File: src/rtl/serial_subtractor_pkg.sv
// Shared types and helpers for the digit-serial subtractor.
// State encoding plus the digit-counter width helper.
package serial_subtractor_pkg;

  typedef enum logic [1:0] {
    IDLE,
    RUN,
    DONE
  } state_t;

  function automatic int cnt_w(input int n);
    return (n > 1) ? $clog2(n) : 1;
  endfunction

endpackage

File: src/rtl/serial_subtractor_if.sv
// Operand/result valid-ready bundle for serial_subtractor.
// master = operand source and result sink; slave = the subtractor.
interface serial_subtractor_if #(
  parameter int WIDTH = 8
);
  logic             in_valid;
  logic             in_ready;
  logic [WIDTH-1:0] x;
  logic [WIDTH-1:0] y;
  logic             bin;
  logic             out_valid;
  logic             out_ready;
  logic [WIDTH-1:0] d;
  logic             bout;
  logic             ovf;

  modport master (
    output in_valid, x, y, bin, out_ready,
    input  in_ready, out_valid, d, bout, ovf
  );

  modport slave (
    input  in_valid, x, y, bin, out_ready,
    output in_ready, out_valid, d, bout, ovf
  );
endinterface

File: src/rtl/serial_subtractor_fs.sv
// Single-bit full-subtractor cell: d = a - b - bin.
// Chained DIGIT times to form the per-cycle datapath.
module full_subtractor (
  input  logic a,
  input  logic b,
  input  logic bin,
  output logic d,
  output logic bout
);
  assign d    = a ^ b ^ bin;
  assign bout = (~a & b) | (~(a ^ b) & bin);
endmodule

File: src/rtl/serial_subtractor.sv
// Digit-serial subtractor: D = X - Y - Bin, DIGIT bits per clock.
// Result bits enter d at the MSB end, LSB digit first.
module serial_subtractor
  import serial_subtractor_pkg::*;
#(
  parameter int WIDTH = 8,
  parameter int DIGIT = 1
) (
  input logic clk,
  input logic rst_n,
  serial_subtractor_if.slave bus
);

  localparam int N  = WIDTH / DIGIT;
  localparam int CW = cnt_w(N);

  if (DIGIT < 1 || WIDTH < 1 || (WIDTH % DIGIT) != 0) begin : g_bad_digit
    $error("serial_subtractor: DIGIT must divide WIDTH");
  end

  state_t           state;
  logic [WIDTH-1:0] xs;
  logic [WIDTH-1:0] ys;
  logic             br;
  logic [CW-1:0]    cnt;
  logic [WIDTH-1:0] d_q;
  logic             bout_q;
  logic             ovf_q;
  logic             x_msb;
  logic             y_msb;

  logic [DIGIT:0]   chain;
  logic [DIGIT-1:0] dig;
  logic [WIDTH-1:0] d_next;
  logic             last;

  assign chain[0] = br;

  for (genvar i = 0; i < DIGIT; i++) begin : g_cell
    full_subtractor u_fs (
      .a    (xs[i]),
      .b    (ys[i]),
      .bin  (chain[i]),
      .d    (dig[i]),
      .bout (chain[i+1])
    );
  end

  assign d_next = (d_q >> DIGIT)
                | (WIDTH'(dig) << (WIDTH - DIGIT));
  assign last   = (cnt == CW'(N - 1));

  always_ff @(posedge clk or negedge rst_n) begin
    if (!rst_n) begin
      state  <= IDLE;
      xs     <= '0;
      ys     <= '0;
      br     <= 1'b0;
      cnt    <= '0;
      d_q    <= '0;
      bout_q <= 1'b0;
      ovf_q  <= 1'b0;
      x_msb  <= 1'b0;
      y_msb  <= 1'b0;
    end else begin
      unique case (state)
        IDLE: begin
          if (bus.in_valid) begin
            xs    <= bus.x;
            ys    <= bus.y;
            br    <= bus.bin;
            x_msb <= bus.x[WIDTH-1];
            y_msb <= bus.y[WIDTH-1];
            cnt   <= '0;
            state <= RUN;
          end
        end
        RUN: begin
          d_q <= d_next;
          br  <= chain[DIGIT];
          xs  <= xs >> DIGIT;
          ys  <= ys >> DIGIT;
          cnt <= cnt + CW'(1);
          if (last) begin
            bout_q <= chain[DIGIT];
            // overflow only when operand signs differ
            ovf_q  <= (x_msb ^ y_msb) & (dig[DIGIT-1] ^ x_msb);
            state  <= DONE;
          end
        end
        DONE: begin
          if (bus.out_ready) state <= IDLE;
        end
        default: state <= IDLE;
      endcase
    end
  end

  assign bus.in_ready  = (state == IDLE);
  assign bus.out_valid = (state == DONE);
  assign bus.d         = d_q;
  assign bus.bout      = bout_q;
  assign bus.ovf       = ovf_q;

endmodule
File: src/flat_wrapper.sv
// flat-port wrapper written by rule: the top's interface ports become plain ports
module serial_subtractor_flat import serial_subtractor_pkg::*;
#(
  parameter int WIDTH = 8,
  parameter int DIGIT = 1
)
  (clk, rst_n, bus_in_valid, bus_x, bus_y, bus_bin, bus_out_ready, bus_in_ready, bus_out_valid, bus_d, bus_bout, bus_ovf);
  serial_subtractor_if #(.WIDTH(WIDTH)) bus_i ();
  input logic clk;
  input logic rst_n;
  input wire logic [$bits(bus_i.in_valid)-1:0] bus_in_valid;
  input wire logic [$bits(bus_i.x)-1:0] bus_x;
  input wire logic [$bits(bus_i.y)-1:0] bus_y;
  input wire logic [$bits(bus_i.bin)-1:0] bus_bin;
  input wire logic [$bits(bus_i.out_ready)-1:0] bus_out_ready;
  output wire logic [$bits(bus_i.in_ready)-1:0] bus_in_ready;
  output wire logic [$bits(bus_i.out_valid)-1:0] bus_out_valid;
  output wire logic [$bits(bus_i.d)-1:0] bus_d;
  output wire logic [$bits(bus_i.bout)-1:0] bus_bout;
  output wire logic [$bits(bus_i.ovf)-1:0] bus_ovf;
  assign bus_i.in_valid = bus_in_valid;
  assign bus_i.x = bus_x;
  assign bus_i.y = bus_y;
  assign bus_i.bin = bus_bin;
  assign bus_i.out_ready = bus_out_ready;
  assign bus_in_ready = bus_i.in_ready;
  assign bus_out_valid = bus_i.out_valid;
  assign bus_d = bus_i.d;
  assign bus_bout = bus_i.bout;
  assign bus_ovf = bus_i.ovf;
  serial_subtractor #(.WIDTH(WIDTH), .DIGIT(DIGIT)) u_core (.clk(clk), .rst_n(rst_n), .bus(bus_i));
endmodule
File: config.mk
export PLATFORM = sky130hd
export DESIGN_NAME = serial_subtractor_flat
export DESIGN_NICKNAME = d
export VERILOG_FILES = /design/src/rtl/serial_subtractor_pkg.sv /design/src/rtl/serial_subtractor_if.sv /design/src/rtl/serial_subtractor_fs.sv /design/src/rtl/serial_subtractor.sv /design/src/flat_wrapper.sv
export SDC_FILE = /design/constraint.sdc
export NUM_CORES = 1
export LEC_CHECK = 0
export CORE_MARGIN = 3
export CORE_UTILIZATION = 66
export DETAILED_ROUTE_END_ITERATION = 8
export DONT_BUFFER_PORTS = 1
export GPL_ROUTABILITY_DRIVEN = 0
export GPL_TIMING_DRIVEN = 0
export PLACE_DENSITY = 0.82
export SLEW_MARGIN = 20
export SYNTH_ARGS = -nofsm -noshare
export SYNTH_HDL_FRONTEND = slang
export SYNTH_SLANG_ARGS = --single-unit
File: constraint.sdc
create_clock -name clk -period 2.6 [get_ports clk]
set_clock_uncertainty 0.15 [all_clocks]
set_input_delay 0.52 -clock clk [delete_from_list [all_inputs] [get_ports clk]]
set_output_delay 0.52 -clock clk [all_outputs]
set_load 0.05 [all_outputs]
======== Word level (Yosys, flattened, before mapping) ========
Cells that the tools add are included.
storage, ports and cells
  register bits after elaboration ......... 34
  output and inout port bits .............. 12
  word-level logic and storage cells ...... 46
cells by class
  $add $sub $neg .......................... 1
  equality and inequality tests ........... 6
  muxes and demuxes ....................... 12
  bitwise logic cells ..................... 11
  reduce and logical (&&, ||, !) cells .... 6
operator list
  operator             number
  $pmux 8 s2           2
  $mux 8               2
  $or 7x8->8           1
  $mux 2               3
  $pmux 2 s3           1
  $pmux 3 s2           1
  $reduce_and 2->1     3
  $ne 2x2->1 const B   2
  $xor 1x1->1          4
  $add 3x1->3 const B  1
  $and 1x1->1          3
  $eq 3x3->1 const B   1
  $mux 3               1
  $reduce_and 3->1     1
  $eq 2x1->1 const B   1
  $eq 2x2->1 const B   1
  $logic_not 2->1      1
  $ne 2x1->1 const B   1
  $not 1->1            2
  $pmux 1 s2           1
  $reduce_bool 2->1    1
  $mux 1               1
  $or 1x1->1           1

======== Logic depth before layout (Yosys ltp) ========
Gate-level depths: netlist of run 1.
  depth after elaboration ................. 5
  gate-level depth with buffers ........... 5
  depth with buffers taken out ............ 5

======== Cells and area by module ========
Synthesis of run 1 repeated with hierarchy kept, for this count alone.
second synthesis, totals
  cell total of the unflattened synthesis .. 149
  area total of the unflattened synthesis .. 1629.1 µm²
by module, submodules not included
  module             instances  cells an instance  area an instance (µm²)
  serial_subtractor  1          145                1597.8
  full_subtractor    1          4                  31.3

======== Worst setup path after synthesis of run 1 ========
OpenSTA, ideal clock, no wires.
  kind .................................... reg-to-output
  start ................................... reg u_core.state[1]
  end ..................................... out bus_in_ready
  arrival ................................. 1.413 ns
  required time ........................... 1.930 ns
  slack ................................... 0.517 ns
  cell stages (with the launch flop) ...... 4
  buffers on the path ..................... 2
  cells stage by stage .................... dfrtp_1 buf_2 buf_2 nor2_1
between the ends
  cells in the longest elaborated chain, start to end .. 1
RTL lines
  what                    RTL line                 source
  start, declared         serial_subtractor.sv:21  state_t state;
  start signal, assigned  serial_subtractor.sv:55  state <= IDLE;
  start signal, assigned  serial_subtractor.sv:75  state <= RUN;
  start signal, assigned  serial_subtractor.sv:88  state <= DONE;
  $logic_not 2->1         serial_subtractor.sv:99  assign bus.in_ready = (state == IDLE);
  end, declared           flat_wrapper.sv:16       output wire logic [$bits(bus_i.in_ready)-1:0] bus_in_ready;
Every way passes these cells.

======== Worst setup path in the final report of run 1 ========
Ends and elaborated chain as after synthesis.

==> results of run 1 <==
[kinds of logic after synthesis]
group                      count (synthesis)
adders and majority gates                  3
AOI/OAI and AO/OA                         56
and+or+nand+nor                           55
DFF                                       34
buffers and inverters                     13
muxes                                      2
[metal layers]
layer  global-route usage  wire [um]  up-vias
met4               0.0903         38        0
met1                0.333       1500      601
met2                0.380       1670       40
li1                     -          -      583
met3                0.102        241        6
met5                    0          0        -
[synthesized netlist by cell type]
cell type   n  area share
dfrtp_1    34        0.52
nand2_1    31       0.071
a21oi_1    17       0.052
o21ai_1    17       0.052
a22oi_1    12       0.055
and2b_1     9       0.042
buf_2       7       0.022
nor2b_1     6       0.023
o21ai_0     4       0.012
a2bb2oi_1   3       0.016
inv_1       3      0.0069
a22o_1      2       0.011
and3b_1     2       0.011
buf_6       2       0.014
ha_1        2       0.015
mux2_4      2       0.018
nand2b_1    2      0.0077
and2b_4     1      0.0061
clkbuf_1    1      0.0023
fa_1        1       0.012
nand3b_1    1      0.0046
nor2_1      1      0.0023
nor2b_4     1      0.0085
nor3b_1     1      0.0046
o21bai_2    1      0.0069
[through the flow]
| stage | cell area (um^2) | std cells | hold slack [ps] | power [mW] | worst slack (ps) |
|---|---|---|---|---|---|
| after floorplan | 1630 | 163 | 74.4 | 1.72 | 517 |
| after global placement | 1660 | 191 | 75.1 | 1.85 | 389 |
| after detailed placement | 1660 | 191 | 75.1 | 1.91 | 378 |
| after CTS | 1760 | 201 | 113 | 2.24 | 227 |
| after global routing | 1760 | 201 | 101 | 2.41 | 143 |
| final | 1760 | 201 | 122 | 2.23 | 215 |
[report_power, final]
part / switching (mW) / internal (mW)
Sequential: 0.430 / 0.744
Combinational: 0.414 / 0.331
Clock: 0.182 / 0.130
[final timing paths]
path                       depth (start not counted)  slack [ps]               to            start
min                                                1         120  u_core.state[1]    bus_out_ready
max                                                3         210     bus_in_ready  u_core.state[1]
min in group asynchronous                          2         450  u_core.bus.d[3]            rst_n
min reg2reg                                        2         370        u_core.br        u_core.br
max in group asynchronous                          2        1650     u_core.xs[0]            rst_n
max reg2reg                                        5        1030   u_core.bus.ovf     u_core.ys[0]
[repair_timing]
action | in CTS | in global routing
hold endpoints to repair | 34 | 0
hold buffers | 2 | 0
endpoints found under the setup margin | 1 | 0
resized for setup | 1 | 0
[sequential cells by signal (all words and copies together), names as in the netlist, 2 cells and up]
name,flops
u_core.bus.d,8
u_core.state,2
u_core.ys,8
u_core.xs,8
u_core.cnt,3
[critical path, stage by stage (launching register included)]
cell and delay, ps:
dfrtp_1 470, buf_2 220, buf_2 210, nor2_2 470
[area by class of cell]
| class | count | share of cell area |
|---|---|---|
| well taps | 28 | 0.0199 |
| clock inverters | 2 | 0.00711 |
| flip-flops and latches | 34 | 0.484 |
| multi-input cells | 116 | 0.402 |
| clock buffers | 6 | 0.0292 |
| plain buffers | 10 | 0.0349 |
| repair buffers | 2 | 0.0171 |
| inverters | 3 | 0.00640 |
==> results_dict.tcl, run 1 <==
set metrics [dict create \
    vias_per_cell 6.12 \
    endpoint_kind "output port" \
    die_w_um 55.7 \
    max_freq_mhz 419 \
    port_buffers 0 \
    synth-xor-area-share 0 \
    ys_ff_latch 34 \
    area_delta_synth_final_pct 8.07 \
    clockBufferDepth 2 \
    post-cts-setup-buffer-count 0 \
    startpoint_type "flop" \
    p_per_area_mw_per_mm2 1270 \
    ant_nets 0 \
    cts_tree "built" \
    multiInputGateArea_um2 707 \
    maxSlewViolCount 0 \
    cts_made_buffers 5 \
    routed_wl_um 3450 \
    synth_compound_area_frac 0.206 \
    drc 0 \
    regArea_um2 851 \
    synth.distinct_cells 25 \
    io_pins 33 \
    rsz0062_at_grt "no" \
    gr-usage-all-layers 0.253 \
    finalSetupTns_ps 0 \
    syn_area_mm2 0.00163 \
    drive_gt1_frac 0.139 \
    critPathMaxFanout 10 \
    ys_seq_area_frac 0.523 \
    min_period_over_period 0.917 \
    place_hpwl_um 2460 \
    n_antenna_cell 0 \
    dieArea_mm2 0.00310 \
    drv_cap 0 \
    cp_data_required_time_ps 1930 \
    critPathKind "flop to output port" \
    critPathArrivalTime_ps 1720 \
    antenna_found_initial 0 \
    synth_top_family_by_area "compound AO/OA/AOI/OAI gates" \
    period_needed_ps 2390 \
    syn_nets 187 \
    syn_inst 163 \
    grt_pass1_vias 1255 \
    synth.avg_cell_area_um2 9.99 \
    clock_latency_ps 340 \
    worst_pin_slew_ps 573 \
    report.final.setup_viol 0 \
    slew_headroom 0.617 \
    core_area_mm2 0.00228 \
    leakagePower_nw 0.847 \
    final_common_cell "dfrtp_1" \
    overflow 0 \
    clock_sinks 34 \
    root_buffer "clkbuf_4" \
    n_fill_cell 170 \
    synth-simple-area-share 0.181 \
    row_count 17 \
    wl_per_cell_um 17.2 \
    fin_util 0.773 \
    drt_iter0_markers 59 \
    synthMuxAreaShare 0.0184 \
    htreeDepth 2 \
    initial_core_util 0.715 \
    die_h_um 55.7 \
    path_clk_slew_ps 100 \
    mostFrequentLayoutCells "34 x dfrtp_1, 31 x nand2_1, 17 x a21oi_1, 17 x o21ai_1, 12 x a22oi_1" \
    min_path_type "input pin to flop" \
    synthAdderAreaFrac 0.0277 \
    grt_max_degree 35 \
    dr_total_vias 1230 \
    ys_warn_count 0 \
    finalNetCount 196 \
    status "finished, final reports clean" \
    grt_pass1_wl_um 6070 \
    hold_violations 0 \
    vdd_drop_max_v 0.000991 \
    drt_first_pass_iters 4 \
]
Power figures use the tool's default switching activity.
==> run 2, diff against run 1 <==
--- a/config.mk
+++ b/config.mk
@@ -6,12 +6,14 @@
 export NUM_CORES = 1
 export LEC_CHECK = 0
 export CORE_MARGIN = 3
-export CORE_UTILIZATION = 66
+export CORE_UTILIZATION = 70
+export CTS_BUF_LIST = sky130_fd_sc_hd__clkbuf_4 sky130_fd_sc_hd__clkbuf_8
 export DETAILED_ROUTE_END_ITERATION = 8
 export DONT_BUFFER_PORTS = 1
 export GPL_ROUTABILITY_DRIVEN = 0
 export GPL_TIMING_DRIVEN = 0
-export PLACE_DENSITY = 0.82
+export HOLD_SLACK_MARGIN = 0.02
+export PLACE_DENSITY = 0.86
 export SLEW_MARGIN = 20
 export SYNTH_ARGS = -nofsm -noshare
 export SYNTH_HDL_FRONTEND = slang
==> results_dict.tcl, run 2 (same netlist as run 1, synthesis figures left out) <==
set metrics [dict create \
    switching_power_mw 1.02 \
    hold_depth 1 \
    clock_sinks 34 \
    vdd_drop_max_v 0.00115 \
    status "finished, final reports clean" \
    seqPwrFrac 0.523 \
    worst_pin_slew_ps 559 \
    layoutNonFillerInstCount 200 \
    root_buffer "clkbuf_4" \
    crit_path_cell_trace "buf_2 -> buf_2 -> nor2_2" \
    die_w_um 54.2 \
    cts_tree "built" \
    rr_worst_depth 4 \
    endpoint_kind "output port" \
    clock_latency_ps 340 \
    vias_per_cell 6.21 \
    max_freq_mhz 422 \
    min_from "bus_out_ready" \
    dieArea_mm2 0.00294 \
    finalSetupTns_ps 0 \
    slew_headroom 0.627 \
    drt_first_pass_iters 4 \
    finalNetCount 196 \
    critPathMaxFanout 10 \
    leakagePower_nw 0.852 \
    antenna_found_initial 0 \
    drv_cap 0 \
    htreeDepth 2 \
    timing.rr.end "u_core.bus.ovf" \
    area_delta_synth_final_pct 7.99 \
    whs_endpoint "u_core.state[1]" \
    comb_power_share 0.336 \
    report.final.setup_viol 0 \
    holdWs_ps 128 \
    swShare 0.456 \
    critPathBufInv 2 \
    wl_per_cell_um 17.5 \
    startpoint_type "flop" \
    n_antenna_cell 0 \
    final_common_cell "dfrtp_1" \
    p_total_mw 2.24 \
    row_count 16 \
    initial_core_util 0.782 \
    drc 0 \
    routed_wl_um 3490 \
    min_path_type "input pin to flop" \
    cts_made_buffers 5 \
    multiInputGateArea_um2 707 \
    dpl.cell_count 190 \
    critPathArrivalTime_ps 1700 \
    crit_slowest_cell "dfrtp_1" \
    place_hpwl_um 2460 \
    overflow 0 \
    core_area_mm2 0.00208 \
    io_pins 33 \
    port_buffers 0 \
    clockBufferDepth 2 \
    cp_data_required_time_ps 1930 \
    r2r_slack_ps 1000 \
    p_per_area_mw_per_mm2 1270 \
    grt_pass1_vias 1261 \
    hold_violations 0 \
    rsz0062_at_grt "no" \
    path_clk_slew_ps 100 \
    pwr-share-clk 0.141 \
    gr-usage-all-layers 0.275 \
    reg2reg_from "u_core.xs[0]" \
    critPathMostFrequentCell "buf_2" \
    grt_pass1_wl_um 5640 \
    critPathKind "flop to output port" \
    die_h_um 54.2 \
    drt_iter0_markers 36 \
    mostFrequentLayoutCells "34 x dfrtp_1, 31 x nand2_1, 17 x a21oi_1, 17 x o21ai_1, 12 x a22oi_1" \
    min_period_over_period 0.911 \
    n_fill_cell 113 \
    cp_slowest_stage_delay_ps 460 \
    regArea_um2 851 \
    cp_top_family "flip-flops" \
    post-cts-setup-buffer-count 0 \
    grt_max_degree 35 \
    ant_nets 0 \
    maxSlewViolCount 0 \
    dr_total_vias 1241 \
    p_int_mw 1.22 \
    period_needed_ps 2370 \
    drive_gt1_frac 0.139 \
]
-- run 2: what timing repair did --
item | in CTS | in global routing
setup endpoints to repair | 1 | 0
hold buffers | 2 | 0
gates resized for setup | 1 | 0
endpoints found under the hold margin | 34 | 0
-- run 2: routing by layer --
metal	share of wire	vias up	track usage
met4	0.022	0	0.149
met1	0.40	592	0.356
met3	0.084	10	0.0708
li1	-	578	-
met5	0	-	0
met2	0.49	61	0.422
-- run 2: area by class of cell --
class                      instances  area share
sequential                        34       0.484
multi-input combinational        116       0.402
buffer                            10      0.0349
clock buffer                       7      0.0335
tap                               27      0.0192
timing repair buffer               2      0.0171
inverter                           3     0.00641
clock inverter                     1     0.00285
-- run 2: how the worst max path moves through the flow --
stage | start | end | slack [ps] | cells past startpoint
CTS | u_core.state[1] | bus_in_ready | 230 | 3
detailed placement | u_core.state[1] | bus_in_ready | 370 | 3
floorplan | u_core.state[1] | bus_in_ready | 520 | 3
finish | u_core.state[1] | bus_in_ready | 230 | 3
global placement | u_core.state[1] | bus_in_ready | 400 | 3
global route | u_core.state[1] | bus_in_ready | 170 | 3
-- run 2: stage by stage --
step | instance area (um^2) | worst slack (ps) | utilization
finish | 1760 | 231 | 0.844
floorplan | 1630 | 517 | -
global route | 1760 | 173 | 0.844
CTS | 1760 | 233 | 0.844
detailed placement | 1660 | 372 | 0.798
global placement | 1660 | 403 | 0.798
-- run 2: power groups by stage --
stage,clock network [mW],registers [mW],logic (mW)
2_1_floorplan,0,1.13,0.591
3_3_place_gp,0,1.16,0.688
3_5_place_dp,0,1.18,0.733
4_1_cts,0.320,1.17,0.754
5_1_grt,0.339,1.20,0.843
6_report,0.316,1.17,0.753
-- run 2: worst register-to-register path, cell delays in order, from the launching register on --
cell and delay [ps]:
dfrtp_1 440, fa_1 560, nor3b_1 200, a21oi_1 60
o21ai_1 120
==> run 3, diff against run 2 <==
--- a/config.mk
+++ b/config.mk
@@ -14,7 +14,8 @@
 export GPL_TIMING_DRIVEN = 0
 export HOLD_SLACK_MARGIN = 0.02
 export PLACE_DENSITY = 0.86
-export SLEW_MARGIN = 20
+export SLEW_MARGIN = 15
 export SYNTH_ARGS = -nofsm -noshare
 export SYNTH_HDL_FRONTEND = slang
 export SYNTH_SLANG_ARGS = --single-unit
+export TNS_END_PERCENT = 30
==> results of run 3 <==
Final layout, timing and power as in run 2 (identical DEF).
